--- config.mk ---
export PLATFORM = sky130hd
export DESIGN_NAME = bus_arbiter
export DESIGN_NICKNAME = d
export VERILOG_FILES = /design/src/rtl/bus_arbiter.sv
export SDC_FILE = /design/constraint.sdc
export NUM_CORES = 1
export LEC_CHECK = 0
export CORE_MARGIN = 2
export CORE_UTILIZATION = 45
export CTS_CLUSTER_SIZE = 40
export DETAILED_ROUTE_END_ITERATION = 10
export PLACE_DENSITY_LB_ADDON = 0.2
export SYNTH_ARGS = -nofsm -noshare
export SYNTH_HDL_FRONTEND = slang
export SYNTH_SLANG_ARGS = --single-unit
--- constraint.sdc ---
create_clock -name clk -period 1.7 [get_ports clk]
set_input_delay 0.34 -clock clk [delete_from_list [all_inputs] [get_ports clk]]
set_output_delay 0.34 -clock clk [all_outputs]
set_load 0.01 [all_outputs]
--- src/rtl/bus_arbiter.sv ---
// Round-robin owner selection for a shared tri-state bus: one-hot-or-zero buffer
// enables, a bounded hold time per owner and an all-off turnaround gap between owners.
module bus_arbiter #(
    parameter int N_REQ    = 4,
    parameter int MAX_HOLD = 8,
    parameter int TURN_CYC = 1
) (
    input  logic                     clk,
    input  logic                     rst_n,
    input  logic [N_REQ-1:0]         req,
    output logic [N_REQ-1:0]         drv_en,
    output logic [$clog2(N_REQ)-1:0] grant_id,
    output logic                     bus_busy,
    output logic                     turn,
    output logic [1:0]               dbg_state
);
    localparam int IDW = $clog2(N_REQ);
    localparam int HW  = $clog2(MAX_HOLD + 1);
    localparam int TW  = $clog2(TURN_CYC + 1);
    localparam logic [HW-1:0] HOLD_LAST = HW'(MAX_HOLD);
    localparam logic [TW-1:0] TURN_LAST = TW'(TURN_CYC);

    typedef enum logic [1:0] {
        S_IDLE  = 2'd0,
        S_GRANT = 2'd1,
        S_TURN  = 2'd2
    } state_t;

    state_t           r_state;
    logic [N_REQ-1:0] r_drv_en;
    logic [IDW-1:0]   r_grant_id;
    logic [IDW-1:0]   r_last_owner;
    logic             r_bus_busy;
    logic             r_turn;
    logic [HW-1:0]    r_hold_cnt;
    logic [TW-1:0]    r_turn_cnt;

    logic             w_found;
    logic [IDW-1:0]   w_winner;
    logic [N_REQ-1:0] w_winner_oh;
    logic             w_release;

    function automatic logic [IDW-1:0] next_idx(input logic [IDW-1:0] base, input int k);
        int s;
        s = (int'(base) + k) % N_REQ;
        return IDW'(s);
    endfunction

    // Scan upward from the previous owner so it is the last one considered.
    always_comb begin
        w_found  = 1'b0;
        w_winner = '0;
        for (int k = 1; k <= N_REQ; k++) begin
            if (!w_found && req[next_idx(r_last_owner, k)]) begin
                w_found  = 1'b1;
                w_winner = next_idx(r_last_owner, k);
            end
        end
    end

    assign w_winner_oh = {{(N_REQ-1){1'b0}}, 1'b1} << w_winner;
    assign w_release   = !req[r_grant_id] || (r_hold_cnt == HOLD_LAST);

    always_ff @(posedge clk or negedge rst_n) begin
        if (!rst_n) begin
            r_state      <= S_IDLE;
            r_drv_en     <= '0;
            r_grant_id   <= '0;
            r_last_owner <= IDW'(N_REQ - 1);
            r_bus_busy   <= 1'b0;
            r_turn       <= 1'b0;
            r_hold_cnt   <= '0;
            r_turn_cnt   <= '0;
        end else begin
            case (r_state)
                S_IDLE: begin
                    if (w_found) begin
                        r_state    <= S_GRANT;
                        r_drv_en   <= w_winner_oh;
                        r_grant_id <= w_winner;
                        r_bus_busy <= 1'b1;
                        r_hold_cnt <= HW'(1);
                    end
                end
                S_GRANT: begin
                    if (w_release) begin
                        r_state      <= S_TURN;
                        r_last_owner <= r_grant_id;
                        r_drv_en     <= '0;
                        r_bus_busy   <= 1'b0;
                        r_turn       <= 1'b1;
                        r_turn_cnt   <= TW'(1);
                        r_hold_cnt   <= '0;
                    end else begin
                        r_hold_cnt <= r_hold_cnt + HW'(1);
                    end
                end
                S_TURN: begin
                    // Requests are only looked at on the last turnaround cycle.
                    if (r_turn_cnt == TURN_LAST) begin
                        r_turn     <= 1'b0;
                        r_turn_cnt <= '0;
                        if (w_found) begin
                            r_state    <= S_GRANT;
                            r_drv_en   <= w_winner_oh;
                            r_grant_id <= w_winner;
                            r_bus_busy <= 1'b1;
                            r_hold_cnt <= HW'(1);
                        end else begin
                            r_state <= S_IDLE;
                        end
                    end else begin
                        r_turn_cnt <= r_turn_cnt + TW'(1);
                    end
                end
                default: begin
                    r_state    <= S_IDLE;
                    r_drv_en   <= '0;
                    r_bus_busy <= 1'b0;
                    r_turn     <= 1'b0;
                end
            endcase
        end
    end

    assign drv_en    = r_drv_en;
    assign grant_id  = r_grant_id;
    assign bus_busy  = r_bus_busy;
    assign turn      = r_turn;
    assign dbg_state = r_state;

    a_onehot0: assert property (@(posedge clk) disable iff (!rst_n) $onehot0(r_drv_en));
    a_busy:    assert property (@(posedge clk) disable iff (!rst_n) r_bus_busy == |r_drv_en);
    a_no_both: assert property (@(posedge clk) disable iff (!rst_n) !(r_turn && r_bus_busy));

endmodule

==> impl_results.md, run 1 <==
* Status: complete, no violations
* CTS H-tree lvls at 1
* CP bufs+invs at 0
* Fin. max-slew vios at 0
* Area Overhead vs Synth at 34.3%
* Leakage power at 0.584 nW
* R2R depth at 4
* Drt via density at 5.30
* Crit path to: drv_en[2]
* Root Driver: clkbuf_4
* Design Power at 2.19 mW
* Post-synth ARST share at 1.00
* Power Dens Cells at 1750 nW/um2
* DP Area at 1200 um2
* Core Rows at 16
* Grt ovf at 0
* Finish-stage setup viols at 0
* Gate count of the mapped netlist at 88
* Starting density of the core at 0.474
* Headroom to the max-slew limit at 0.766
* Initial antenna violation count at 0
* CP Class: flip-flop to flip-flop
* Yosys warning count at 0
* DR DRC count at 0
* Detailed Route WL at 1930 um
* Pin count of the biggest net entering global routing at 18
* Max Cap Viol at 0
* Post-layout instance area at 1250 um2
* Drt pass-1 iters at 4
* GRT Total Usage at 0.170
* Reg2Reg Setup Slack at 40 ps
* Number of synthesized flops with an enable pin at 0
* Critical path startpoint: grant_id[0]
* Critical path peak fanout at 5
* CTS max path bufs at 2
* Worst-margin pin slew at 350 ps
* CP peak stage delay at 560 ps
* R2R Path End: drv_en[2]
* Final Hold Vio Count at 0
* Clk_skew at 7.76 ps
* R2r startpoint: grant_id[0]
* Post-synth top flop: dfrtp_1
* Top Ports at 16
* Fin util at 0.637
* CP max-delay cell: mux4_2
* Fmax at 602 MHz
* Clk sink count at 17
* Die ar. at 2450 um2
* Layout cells sized above 1 at 0.252
* Placeable Area at 1960 um2
* Critical-path cell list: mux4_2 > and3_4 > a22o_1 > a31o_1
* RSZ-0062 raised after global routing: true
* Die H at 49.5 um
* Worst EP arrival at 1850 ps
* Layout Cells excl Fill at 146
* Crit end category: flip-flop
* Hpwl dp at 1430 um
* Tcrit/Tclk final at 0.977
* Die X at 49.5 um
* Mapped Area at 931 um2
* Yosys reg bits at 17
* PnR worst setup slack at 39.9 ps
* Number of global-route vias before repair at 778
* Distinct cells, synth at 35
* CTS buffer count at 3
* Worst path depth at 4
* PortBufs at 15
* Hold buffers post-CTS at 0
* Global-route wire length before repair at 3260 um
* Clock tree from TritonCTS: yes
* Drt initial violations at 9
* Final antenna-violating net count at 0
* Hold crit path type: primary input to async pin
* Syn nets at 96
* Worst path top cell family by delay: multiplexers
* Wire per inst at 13.2 um
* Worst slack, placed at -356 ps
* Seq/Total Area, Yosys at 0.460
* Most common cell after layout, fill and taps aside: dfrtp_1
* Clock-pin slew on the worst setup and hold paths at 100 ps
* GPL Wtd Cong at 0.778
* Synthesized area per cell at 10.6 um2
* VDD IR max at 1080 uV
* Diodes inserted at 0
* Worst-Skew Late Latency at 290 ps
* CP Launch Type: flip-flop
* Most frequent cells in the layout: dfrtp_1 (15), buf_4 (14), clkdlybuf4s50_1 (10)
* Min cycle time layout at 1660 ps
* Vias at 774
* Fillcell total at 189
* CP required at 1890 ps
* Final #Nets at 128
* DP Cell Count at 141
-- state kept, by name (all words and copies together) (netlist names) --
| register | count |
|---|---|
| r_hold_cnt | 4 |
| dbg_state | 2 |
| r_turn_cnt | 1 |
| grant_id | 2 |
| r_last_owner | 2 |
| bus_busy | 1 |
| drv_en | 4 |
| turn | 1 |
-- how the worst min path moves through the flow --
| stage | start | endpoint | slack, ps | cells past startpoint |
|---|---|---|---|---|
| 2_1_floorplan | rst_n | bus_busy | 40 | 0 |
| 6_report | rst_n | drv_en[0] | 360 | 2 |
| 5_1_grt | rst_n | drv_en[0] | 370 | 2 |
| 3_3_place_gp | turn | turn | 460 | 1 |
| 3_5_place_dp | turn | turn | 470 | 1 |
| 4_1_cts | rst_n | drv_en[0] | 370 | 2 |
-- repair_timing --
action                                  4_1_cts  5_1_grt
buffers inserted                              1        0
endpoints found under the setup margin        4       10
resized for setup                             1        6
pin swaps                                     0        0
-- cell usage after synthesis, types with 2 or more instances --
| library cell | count | area [um2] |
|---|---|---|
| dfrtp_1 | 15 | 375 |
| a21oi_1 | 2 | 10.0 |
| mux2_2 | 4 | 45.0 |
| inv_1 | 7 | 26.3 |
| a21o_1 | 3 | 22.5 |
| o21ai_0 | 6 | 30.0 |
| nand2b_1 | 2 | 12.5 |
| ha_1 | 2 | 25.0 |
| nor2_1 | 4 | 15.0 |
| a22o_1 | 3 | 26.3 |
| a31o_1 | 2 | 17.5 |
| nor2b_1 | 7 | 43.8 |
| dfstp_2 | 2 | 52.6 |
| nand2_1 | 3 | 11.3 |
| a211oi_1 | 3 | 22.5 |
| nand3_1 | 2 | 10.0 |
| a22oi_1 | 2 | 15.0 |
| o31ai_1 | 2 | 15.0 |
-- report_power, final --
| group | internal, mW | leakage (nW) | total [mW] | switching, mW |
|---|---|---|---|---|
| Combinational | 0.704 | 0.361 | 1.20 | 0.496 |
| Clock | 0.0911 | 0.0150 | 0.216 | 0.125 |
| Sequential | 0.602 | 0.208 | 0.772 | 0.170 |
-- logic make-up after synthesis --
family          count (synthesis)  share of synthesized area
compound gates                 29                      0.226
simple gates                   24                      0.151
xor+xnor                        1                    0.00941
flops                          17                      0.460
buf+inv                         9                     0.0444
fa+ha+maj                       2                     0.0269
mux                             6                     0.0833
-- final cells by class --
| cell class | count | area [um2] | share of cell area |
|---|---|---|---|
| inverter | 7 | 26.3 | 0.0210 |
| clock buffer | 4 | 26.3 | 0.0210 |
| tap | 27 | 33.8 | 0.0270 |
| multi-input combinational | 62 | 472 | 0.377 |
| timing repair buffer | 29 | 264 | 0.211 |
| sequential | 17 | 428 | 0.342 |
-- metal layers --
layer	global-route usage	share of wire	vias up	wire length, um
li1	-	-	388	-
met1	0.221	0.48	372	928
met2	0.288	0.49	12	943
met3	0.0303	0.026	2	51
met4	0.0556	0.0052	0	10
met5	0	0	-	0
-- through the flow --
step | setup TNS, ps | hold WS [ps]
floorplan | -165 | 44.4
global placement | -4400 | 461
detailed placement | -4680 | 474
CTS | 0 | 370
global route | -62.8 | 370
finish | 0 | 362
No activity file was read; power rests on OpenSTA's default activity.
==> inputs of run 2 (changes only) <==
- PLACE_DENSITY: default -> 0.73
- PLACE_DENSITY_LB_ADDON: 0.2 -> default
==> run 2 against run 1 <==
  * Non-clock buffer count up 1
  * Clock power barely moved
  * Largest cell class unchanged
  * Combinational power about the same
  * Via count up 1.2%
  * Worst setup slack better by 13 ps
  * Register-to-register slack is essentially flat
  * Utilization is the same
==> impl_results.md, run 2 (same netlist as run 1, synthesis figures left out) <==
* Drt initial violations at 23 (+14)
* CP bufs+invs at 0 (unchanged)
* CTS max path bufs at 2 (unchanged)
* Worst-margin pin slew at 358 ps (+7.78 ps)
* Final antenna-violating net count at 0 (unchanged)
* Drt pass-1 iters at 4 (unchanged)
* Fmax at 607 MHz (+0.80%)
* Worst-Skew Late Latency at 290 ps (about the same)
* Clk sink count at 17 (unchanged)
* Headroom to the max-slew limit at 0.761 (-0.00433)
* Root Driver: clkbuf_4
* CTS H-tree lvls at 1 (unchanged)
* Clk_skew at 2.83 ps (-4.93 ps)
* Leakage power at 0.582 nW (-0.34%)
* Critical-path cell list: mux4_2 > and3_4 > a22o_1 > a31o_1
* Crit end category: flip-flop
* Max Cap Viol at 0 (unchanged)
* PortBufs at 15 (unchanged)
* Final #Nets at 129 (+0.78%)
* Pin count of the biggest net entering global routing at 18 (unchanged)
* Min cycle time layout at 1650 ps (-13.2 ps)
* Starting density of the core at 0.474 (unchanged)
* TNS Setup at 0 ps (unchanged)
* CP required at 1890 ps (about the same)
* CTS buffer count at 3 (unchanged)
* Top Ports at 16 (unchanged)
* Die X at 49.5 um (unchanged)
* DR DRC count at 0 (unchanged)
* Power Dens Cells at 1750 nW/um2 (-0.19%)
* Fillcell total at 173 (-8.5%)
* CP max-delay cell: mux4_2
* CP Class: flip-flop to flip-flop
* Wire per inst at 13.2 um (-0.58%)
* Die H at 49.5 um (unchanged)
* Number of global-route vias before repair at 744 (-4.4%)
* Critical path peak fanout at 5 (unchanged)
* Storage cell area at 429 um2 (+0.29%)
* Finish-stage setup viols at 0 (unchanged)
* Design Power at 2.18 mW (-0.19%)
* Status: complete, no violations
* GPL Wtd Cong at 0.793 (+2.0%)
* Initial antenna violation count at 0 (unchanged)
* Grt ovf at 0 (unchanged)
* Hold buffers post-CTS at 0 (unchanged)
* Die ar. at 2450 um2 (unchanged)
* Detailed Route WL at 1940 um (+0.10%)
* Placeable Area at 1960 um2 (unchanged)
* Multi-input combinational cell area at 465 um2 (-1.3%)
* Layout cells sized above 1 at 0.267 (+0.0146)
* Clock-pin slew on the worst setup and hold paths at 100 ps (about the same)
* Worst EP arrival at 1830 ps (-20 ps)
* Core Rows at 16 (unchanged)
* Hpwl dp at 1510 um (+5.5%)
* Hold crit path type: primary input to async pin
* CP peak stage delay at 550 ps (about the same)
* Diodes inserted at 0 (unchanged)
* CP Launch Type: flip-flop
* Most frequent cells in the layout: buf_4 (15), dfrtp_1 (14), clkdlybuf4s50_1 (10)
* GRT Total Usage at 0.177 (+0.00650)
* Drt via density at 5.33 (+0.47%)
* RSZ-0062 raised after global routing: false
* Final Hold Vio Count at 0 (unchanged)
* Worst path top cell family by delay: multiplexers
* VDD IR max at 1150 uV (+7.1%)
* Global-route wire length before repair at 3300 um (+1.3%)
* Vias at 783 (+1.2%)
* Most common cell after layout, fill and taps aside: buf_4
* Area Overhead vs Synth at 34.3% (unchanged)
* Clock tree from TritonCTS: yes
* Fin. max-slew vios at 0 (unchanged)
* Tcrit/Tclk final at 0.969 (-0.00778)
-- run 2: cell count changes in the layout (fill, tap and decap cells not counted), sizes merged --
cell,before,now
clkbuf,4,3
dlygate4sd2,1,2
clkinv,0,1
dlymetal6s2s,4,3
buf,14,15
-- run 2: path summary, 6_finish.rpt --
| check | slack (ps) | end | cells after the start | from |
|---|---|---|---|---|
| worst max-delay path | 50 | drv_en[2] | 4 | grant_id[0] |
| worst min-delay path | 370 | drv_en[0] | 2 | rst_n |
| worst max register to register | 50 | drv_en[2] | 4 | grant_id[0] |
| worst min register to register | 490 | turn | 1 | turn |
| max in group asynchronous | 1080 | r_last_owner[1] | 2 | rst_n |
| min in group clk | 490 | turn | 1 | turn |
-- run 2: layout make-up --
| type | instances | share of cell area |
|---|---|---|
| Clock inverter | 1 | 0.00400 |
| Clock buffer | 3 | 0.0180 |
| Multi-Input combinational cell | 62 | 0.372 |
| Inverter | 7 | 0.0210 |
| Timing Repair Buffer | 30 | 0.214 |
| Tap cell | 27 | 0.0270 |
| Sequential cell | 17 | 0.343 |
-- run 2: power breakdown --
group / leakage, nW / switching (mW) / internal, mW / total [mW]
logic: 0.357 / 0.487 / 0.694 / 1.18
clock network: 0.0177 / 0.132 / 0.0874 / 0.219
registers: 0.207 / 0.179 / 0.604 / 0.783
total: 0.582 / 0.798 / 1.39 / 2.18
-- run 2: metal layers --
layer  GRT usage  wire [um]  up-vias
met5           0          0        -
met4      0.0556         13        0
met3      0.0273         61        2
met2       0.309        990       17
met1       0.225        868      380
li1            -          -      384
-- run 2: timing repair --
item / in CTS / in global routing
setup endpoints to repair: 5 / 7
resized for setup: 3 / 4
endpoints found under the hold margin: 0 / 0
setup buffers: 1 / 0
-- run 2: through the flow --
stage	instances	area, um2	setup WS, ps	util	hold slack [ps]
floorplan	88	931	-44.9	-	44.4
global placement	142	1200	-293	0.614	477
detailed placement	142	1200	-332	0.614	469
CTS	147	1240	1.27	0.633	370
global route	147	1250	12.4	0.637	400
finish	147	1250	53.1	0.637	370
-- run 2: worst reg2reg max path, cell delays in order, from the launching register on --
cell	delay, ps
dfrtp_1	400
mux4_2	550
and3_4	220
a22o_1	200
a31o_1	180
